==> src/rtl/regfile_seq.sv <==
`default_nettype none
// ============================================================================
// Module  : regfile_seq
// Brief   : Sequencer/arbiter for the RNBIP-2 register file. Grants either an
//           ALU write-back or a decoded micro-command, one at a time, and drives
//           the file's enab/seg/mux_sel/reg_sel lines for each access.
// Revision: 1.0 - initial release
// ============================================================================
module regfile_seq #(
  parameter int READ_LAT = 1,  // cycles enab=11 is held before read data is valid (1..7)
  parameter int WB_BURST = 4   // max back-to-back write-backs while a command waits (1..15)
) (
  input  logic       clk,
  input  logic       reset,
  input  logic       cmd_valid,
  output logic       cmd_ready,
  input  logic [2:0] cmd_op,
  input  logic [2:0] cmd_dst,
  input  logic [2:0] cmd_src,
  input  logic       wb_req,
  input  logic [2:0] wb_dst,
  output logic       wb_ack,
  output logic [1:0] enab,
  output logic [2:0] seg,
  output logic [1:0] mux_sel,
  output logic [2:0] reg_sel,
  output logic       rd_valid,
  output logic       cmd_err
);

  localparam logic [2:0] c_op_nop      = 3'b000;
  localparam logic [2:0] c_op_load_or  = 3'b001;
  localparam logic [2:0] c_op_move     = 3'b010;
  localparam logic [2:0] c_op_load_alu = 3'b011;
  localparam logic [2:0] c_op_read     = 3'b100;

  localparam logic [1:0] c_enab_idle  = 2'b00;
  localparam logic [1:0] c_enab_write = 2'b01;
  localparam logic [1:0] c_enab_read  = 2'b11;

  localparam logic [1:0] c_mux_none = 2'b00;
  localparam logic [1:0] c_mux_reg  = 2'b01;
  localparam logic [1:0] c_mux_or2  = 2'b10;
  localparam logic [1:0] c_mux_alu  = 2'b11;

  localparam logic [3:0] c_burst_max = 4'(WB_BURST);
  localparam logic [2:0] c_read_lat  = 3'(READ_LAT);

  typedef enum logic [1:0] {
    ST_IDLE  = 2'd0,
    ST_WRITE = 2'd1,
    ST_READ  = 2'd2,
    ST_RDONE = 2'd3
  } state_t;

  state_t     r_state;
  logic [3:0] r_burst;  // write-backs granted while the current command waited
  logic [2:0] r_lat;    // cycles spent so far in ST_READ

  logic w_idle;
  logic w_burst_full;
  logic w_wb_grant;
  logic w_cmd_grant;

  // Handshakes are decided in the grant cycle itself, so they are derived
  // combinationally from the registered state and the current requests.
  assign w_idle       = (r_state == ST_IDLE) && !reset;
  assign w_burst_full = (r_burst >= c_burst_max);
  assign w_wb_grant   = w_idle && wb_req && !(cmd_valid && w_burst_full);
  assign w_cmd_grant  = w_idle && cmd_valid && !w_wb_grant;
  assign cmd_ready    = w_idle && !w_wb_grant;
  assign wb_ack       = w_wb_grant;

  // Burst counter: counts write-backs that jumped ahead of a waiting command.
  always_ff @(posedge clk or posedge reset) begin
    if (reset) begin
      r_burst <= 4'd0;
    end else if (!cmd_valid || w_cmd_grant) begin
      r_burst <= 4'd0;
    end else if (w_wb_grant) begin
      r_burst <= r_burst + 4'd1;
    end
  end

  // Access sequencer: state plus all registered register-file control lines.
  always_ff @(posedge clk or posedge reset) begin
    if (reset) begin
      r_state  <= ST_IDLE;
      r_lat    <= 3'd0;
      enab     <= c_enab_idle;
      seg      <= 3'd0;
      mux_sel  <= c_mux_none;
      reg_sel  <= 3'd0;
      rd_valid <= 1'b0;
      cmd_err  <= 1'b0;
    end else begin
      rd_valid <= 1'b0;
      cmd_err  <= 1'b0;
      case (r_state)
        ST_IDLE: begin
          enab    <= c_enab_idle;
          seg     <= 3'd0;
          mux_sel <= c_mux_none;
          reg_sel <= 3'd0;
          if (w_wb_grant) begin
            r_state <= ST_WRITE;
            enab    <= c_enab_write;
            seg     <= wb_dst;
            mux_sel <= c_mux_alu;
          end else if (w_cmd_grant) begin
            case (cmd_op)
              c_op_nop: begin
              end
              c_op_load_or: begin
                r_state <= ST_WRITE;
                enab    <= c_enab_write;
                seg     <= cmd_dst;
                mux_sel <= c_mux_or2;
              end
              c_op_move: begin
                // src == dst is deliberately not short-circuited.
                r_state <= ST_WRITE;
                enab    <= c_enab_write;
                seg     <= cmd_dst;
                mux_sel <= c_mux_reg;
                reg_sel <= cmd_src;
              end
              c_op_load_alu: begin
                r_state <= ST_WRITE;
                enab    <= c_enab_write;
                seg     <= cmd_dst;
                mux_sel <= c_mux_alu;
              end
              c_op_read: begin
                r_state <= ST_READ;
                r_lat   <= 3'd1;
                enab    <= c_enab_read;
                seg     <= cmd_dst;
              end
              default: begin
                cmd_err <= 1'b1;
              end
            endcase
          end
        end
        ST_WRITE: begin
          r_state <= ST_IDLE;
          enab    <= c_enab_idle;
          seg     <= 3'd0;
          mux_sel <= c_mux_none;
          reg_sel <= 3'd0;
        end
        ST_READ: begin
          // enab/seg stay as loaded; RDONE keeps them while data is presented.
          if (r_lat >= c_read_lat) begin
            r_state  <= ST_RDONE;
            rd_valid <= 1'b1;
          end else begin
            r_lat <= r_lat + 3'd1;
          end
        end
        ST_RDONE: begin
          r_state <= ST_IDLE;
          enab    <= c_enab_idle;
          seg     <= 3'd0;
          mux_sel <= c_mux_none;
          reg_sel <= 3'd0;
        end
        default: begin
          r_state <= ST_IDLE;
        end
      endcase
    end
  end

endmodule
`default_nettype wire

==> config.mk <==
export PLATFORM = sky130hd
export DESIGN_NAME = regfile_seq
export DESIGN_NICKNAME = d
export VERILOG_FILES = /design/src/rtl/regfile_seq.sv
export SDC_FILE = /design/constraint.sdc
export NUM_CORES = 1
export LEC_CHECK = 0
export ABC_AREA = 1
export CAP_MARGIN = 10
export CELL_PAD_IN_SITES_DETAIL_PLACEMENT = 1
export CELL_PAD_IN_SITES_GLOBAL_PLACEMENT = 1
export CORE_MARGIN = 2
export CORE_UTILIZATION = 36
export CTS_CLUSTER_DIAMETER = 60
export DETAILED_ROUTE_END_ITERATION = 7
export PLACE_DENSITY = 0.9
export SLEW_MARGIN = 10
export SYNTH_ARGS = -nofsm -noshare
export SYNTH_HDL_FRONTEND = slang
export SYNTH_SLANG_ARGS = --single-unit
export TNS_END_PERCENT = 30
==> constraint.sdc <==
create_clock -name clk -period 2.2 [get_ports clk]
set_input_delay 0.44 -clock clk [delete_from_list [all_inputs] [get_ports clk]]
set_output_delay 0.44 -clock clk [all_outputs]
set_load 0.05 [all_outputs]
Word-level counts from Yosys, hierarchy flattened
Index checks and enable logic that the tools add are counted.
W data, S select, Z words.
- register bits after elaboration: 21
- input port bits: 16
- logic and storage cells: 84
- $add $sub $neg: 2
- order comparisons: 2
- equality and inequality tests: 14
- multiplexer cells: 34
- reductions and logical operators: 23
- operators with widths (operator ; number):
    $mux W3 ; 10
    $pmux W3 S2 ; 3
    $pmux W2 S2 ; 4
    $mux W2 ; 7
    $pmux W2 S3 ; 2
    $mux W4 ; 2
    $ne A2 B2 Y1 const B ; 4
    $logic_and A1 B1 Y1 ; 7
    $eq A3 B2 Y1 const B ; 2
    $mux W1 ; 6
    $reduce_bool A2 Y1 ; 3
    $reduce_and A5 Y1 ; 1
    $reduce_or A5 Y1 ; 1
    $add A4 B1 Y4 const B ; 1
    $eq A2 B2 Y1 const B ; 2
    $ge A4 B3 Y1 const B ; 1
    $logic_not A1 Y1 ; 4
    $ne A4 B3 Y1 const B ; 1
    $reduce_or A4 Y1 ; 1
    $add A3 B1 Y3 const B ; 1
    $eq A3 B1 Y1 const B ; 1
    $eq A3 B3 Y1 const B ; 1
    $ge A3 B1 Y1 const B ; 1
    $logic_not A3 Y1 ; 1
    other kinds (8) ; 8

Logic depth before layout (Yosys ltp)
- word-level depth: 9
- mapped depth: 10
- gate-level depth less buffers: 10

Worst setup path before layout
OpenSTA, ideal clock, no wires.
- kind: input port to output port
- start: input reset
- end: output cmd_ready
- arrival: 1.811 ns
- required time: 1.760 ns
- setup slack: -0.051 ns
- stages on the path: 3
- buffers on the path: 0
- path through: inv_1 nand2_4 nor2_1
- longest elaborated chain between the ends: 6
- RTL lines (item ; line ; text):
    start: declaration ; 14 ; input logic reset,
    $logic_not A1 Y1 (no line) (*) ; n/a ;
    $logic_and A1 B1 Y1 (*) ; 67 ; assign w_idle = (r_state == ST_IDLE) && !reset;
    $logic_and A1 B1 Y1 (2 in series) ; 69 ; assign w_wb_grant = w_idle && wb_req && !(cmd_valid && w_burst_full);
    $logic_not A1 Y1 ; 71 ; assign cmd_ready = w_idle && !w_wb_grant;
    $logic_and A1 B1 Y1 (*) ; 71 ;
    end: declaration ; 16 ; output logic cmd_ready,
Every way passes the cells marked *; elsewhere a longest branch is shown, timed or not.

Worst setup path in the final report
- start: input cmd_valid
- end: output cmd_ready
- longest elaborated chain between the ends: 5
- RTL lines (item ; line ; text):
    start: declaration ; 15 ; input logic cmd_valid,
    $logic_and A1 B1 Y1 ; 69 ;
    $logic_not A1 Y1 ; 69 ;
    $logic_and A1 B1 Y1 ; 69 ;
    $logic_not A1 Y1 ; 71 ;
    $logic_and A1 B1 Y1 ; 71 ;
Every way passes these cells.

==> metrics.log <==
INFO  metric track_usage = 0.194
INFO  metric timing.max_cap.violations = 0
INFO  metric cp-end-kind = primary output
INFO  metric worst-setup-path-type = in2out
INFO  metric cts-resized-gates = 0
INFO  metric clockRootBuffer = sky130_fd_sc_hd__clkbuf_4
INFO  metric layout.filler_cells = 331
INFO  metric clk_skew = 0.00590 ns
INFO  metric synthToLayoutAreaGrowth = 38.7%
INFO  metric run_status = finished, final reports clean
INFO  metric number_of_global_route_vias_before_repair = 1054
INFO  metric buffer_ports.inserted = 29
INFO  metric synth_fp_nets = 136
INFO  metric share_of_layout_cells_above_drive_strength_1 = 0.125
INFO  metric dp_hpwl = 2290 um
INFO  metric setup_viol_count_final = 0
INFO  metric fin_tns_setup = 0 ns
INFO  metric tritoncts_clock_tree = built
INFO  metric critical-path-max-stage-delay = 0.53 ns
INFO  metric critPathTopFamily = buffers and inverters
INFO  metric detail_route.drc_violations = 0
INFO  metric synth_top_family_by_area = simple AND/OR/NAND/NOR gates
INFO  metric crit_required = 1.76 ns
INFO  metric clk_latency = between 0.3 and 0.4 ns
INFO  metric post-route-util = 0.518
INFO  metric slew-limit-headroom = 0.658
INFO  metric cts.sinks = 21
INFO  metric cell_count_after_synthesis = 117
INFO  metric slew_violations = 0
INFO  metric cts.clk_slew.worst_paths = 0.12 ns
INFO  metric post_route_cell_area = 1420 um2
INFO  metric yosys_warnings = 0
INFO  metric routedWlPerCell = 15.4 um
INFO  metric power.leakage = around 0.72 nW
INFO  metric die-height = ~57 um
INFO  metric grt_start_max_net_pins = 22
INFO  metric synth.area.mux_share = 0
INFO  metric cp-start-kind = input pin
INFO  metric post_synth_num_cell_types = 21
INFO  metric crit_fanout = 4
INFO  metric ys_seq_area_frac = 0.515
INFO  metric die-area = 3280 um2
INFO  metric power.density_cell_area = 966 nW/um2
INFO  metric synth_compound_gate_area_share = 0.0833
INFO  metric avgViaCountPerCell = 5.10
INFO  metric numCtsBuffers = 3
INFO  metric finalNetCount = 172
INFO  metric core-area = 2730 um2
INFO  metric synth_xor_xnor_area_share = 0
INFO  metric synth.cell_area = 1020 um2
INFO  metric floorplan.rows = 19
INFO  metric postSynthRegisterBits = 21
INFO  metric hold_class = reg2reg
INFO  metric worst_ir_drop_vdd = 0.000478 V
INFO  metric post_synth.cell_area_avg = 8.73 um2
INFO  metric routabilityCongestion = between 0.7 and 0.8
INFO  metric grt_overflow = 0
INFO  metric count_of_routing_violations_after_the_opening_detailed_route_iteration = 49
INFO  metric antennaDiodeCount = 0
INFO  metric routed_wl = 2830 um
INFO  metric crit_slowest_cell = sky130_fd_sc_hd__clkdlybuf4s50_1
INFO  metric rsz0062_at_grt = false
INFO  metric synth_adder_area_share = 0.0368
INFO  metric first_pass_iters = 4
INFO  metric placed_cell_area = between 1000 and 1500 um2
INFO  metric path_cells = clkdlybuf4s50_1 -> o21ai_1 -> nand2_2 -> inv_1 -> nor2_2 -> buf_12
INFO  metric number_of_antenna_violations_at_the_first_check_in_global_routing = 0
INFO  metric critical_path_buf_inv_count = 3
INFO  metric worstMarginPinSlew = 0.512 ns
INFO  metric clock_tree.buffer_depth = 2
INFO  metric post_cts_hold_buffer_count = 0
INFO  metric synthSimpleGateAreaFrac = 0.294
INFO  metric timing.final.crit_share = 0.938
INFO  metric die_x_extent = 57.3 um
INFO  metric finalCriticalPeriod = 2.06 ns
INFO  metric final_hold_viol_count = 0
INFO  metric initial_core_util = 0.373
INFO  metric cts.htree.levels = 1
INFO  metric critical_path_arrival = 1.62 ns
INFO  metric maximum_clock_frequency = approximately 480 MHz
INFO  metric route.antenna.remaining_nets = 0
INFO  metric boundaryPins = 30
INFO  metric mostFrequentLayoutCell = sky130_fd_sc_hd__clkdlybuf4s50_1
INFO  metric post_cts_buffers = 0
INFO  metric layout.cells.most_common_list = sky130_fd_sc_hd__clkdlybuf4s50_1 (27), sky130_fd_sc_hd__nand2_1 (26), sky130_fd_sc_hd__dfrtp_1 (21)
INFO  metric grt_pass1_wl = 4770 um
INFO  metric via_count = 934
==> final timing paths <==
path	cells after the start	from	slack, ns	endpoint
hold / removal	2	r_lat[2]	0.50	r_lat[2]
hold reg to reg	2	r_lat[2]	0.50	r_lat[2]
max in group asynchronous	3	reset	1.43	r_state[1]
setup / recovery	6	cmd_valid	0.14	cmd_ready
setup reg to reg	10	r_lat[1]	0.77	r_lat[1]
min in group asynchronous	3	reset	0.55	seg[2]
==> synth_stat cells (all sizes together) <==
cell	n	area, um2
nand2	30	133
dfrtp	21	526
inv	18	67.6
nand3	14	75.1
nor2	11	70.1
o21ai	6	30.0
a21oi	5	25.0
a22oi	3	22.5
ha	3	37.5
nand4	2	12.5
nor3	2	10.0
buf	1	5.00
o31ai	1	7.51
==> final cells by class <==
cell class / count / area, um2 / share of cell area
sequential: 21 / 526 / 0.371
multi-input combinational: 77 / 425 / 0.300
timing repair buffer: 32 / 333 / 0.235
inverter: 18 / 67.6 / 0.0477
tap: 31 / 38.8 / 0.0274
clock buffer: 4 / 26.3 / 0.0186
==> cells by family after synthesis <==
family,count (synthesis)
fa+ha+maj,3
flops,21
buf+inv,19
compound gates,15
simple gates,59
==> state kept, by name, indices dropped and copies added (netlist names) <==
| name | flops |
|---|---|
| r_burst | 4 |
| r_lat | 3 |
| reg_sel | 3 |
| seg | 3 |
| enab | 2 |
| mux_sel | 2 |
| r_state | 2 |
| cmd_err | 1 |
| rd_valid | 1 |
==> power by group <==
group | switching [mW] | internal, mW | total, mW
Clock | 0.130 | 0.0712 | 0.201
Combinational | 0.430 | 0.230 | 0.660
Sequential | 0.0539 | 0.454 | 0.507
==> worst min-delay path, stage by stage, from the launching register on <==
cell                      delay, ns
sky130_fd_sc_hd__dfrtp_1       0.37
sky130_fd_sc_hd__nand2_1       0.06
sky130_fd_sc_hd__nand2_1       0.05
==> per-stage QoR <==
step / std cells / power, mW / setup slack [ns] / hold slack, ns
floorplan: 117 / 0.939 / 0.0770 / 0.443
global placement: 179 / 1.15 / 0.220 / 0.457
detailed placement: 179 / 1.18 / 0.141 / 0.475
CTS: 183 / 1.39 / 0.136 / 0.506
global route: 183 / 1.45 / 0.0445 / 0.544
finish: 183 / 1.37 / 0.137 / 0.499
==> routing by layer <==
metal,track usage,part of all wire,vias up,routed length [um]
met3,0.0317,0.040,7,112
met1,0.212,0.40,458,1130
met2,0.355,0.54,24,1510
met5,0,0,-,0
li1,-,-,445,-
met4,0.106,0.025,0,70
Note: power is estimated with default switching activity, not from simulation.
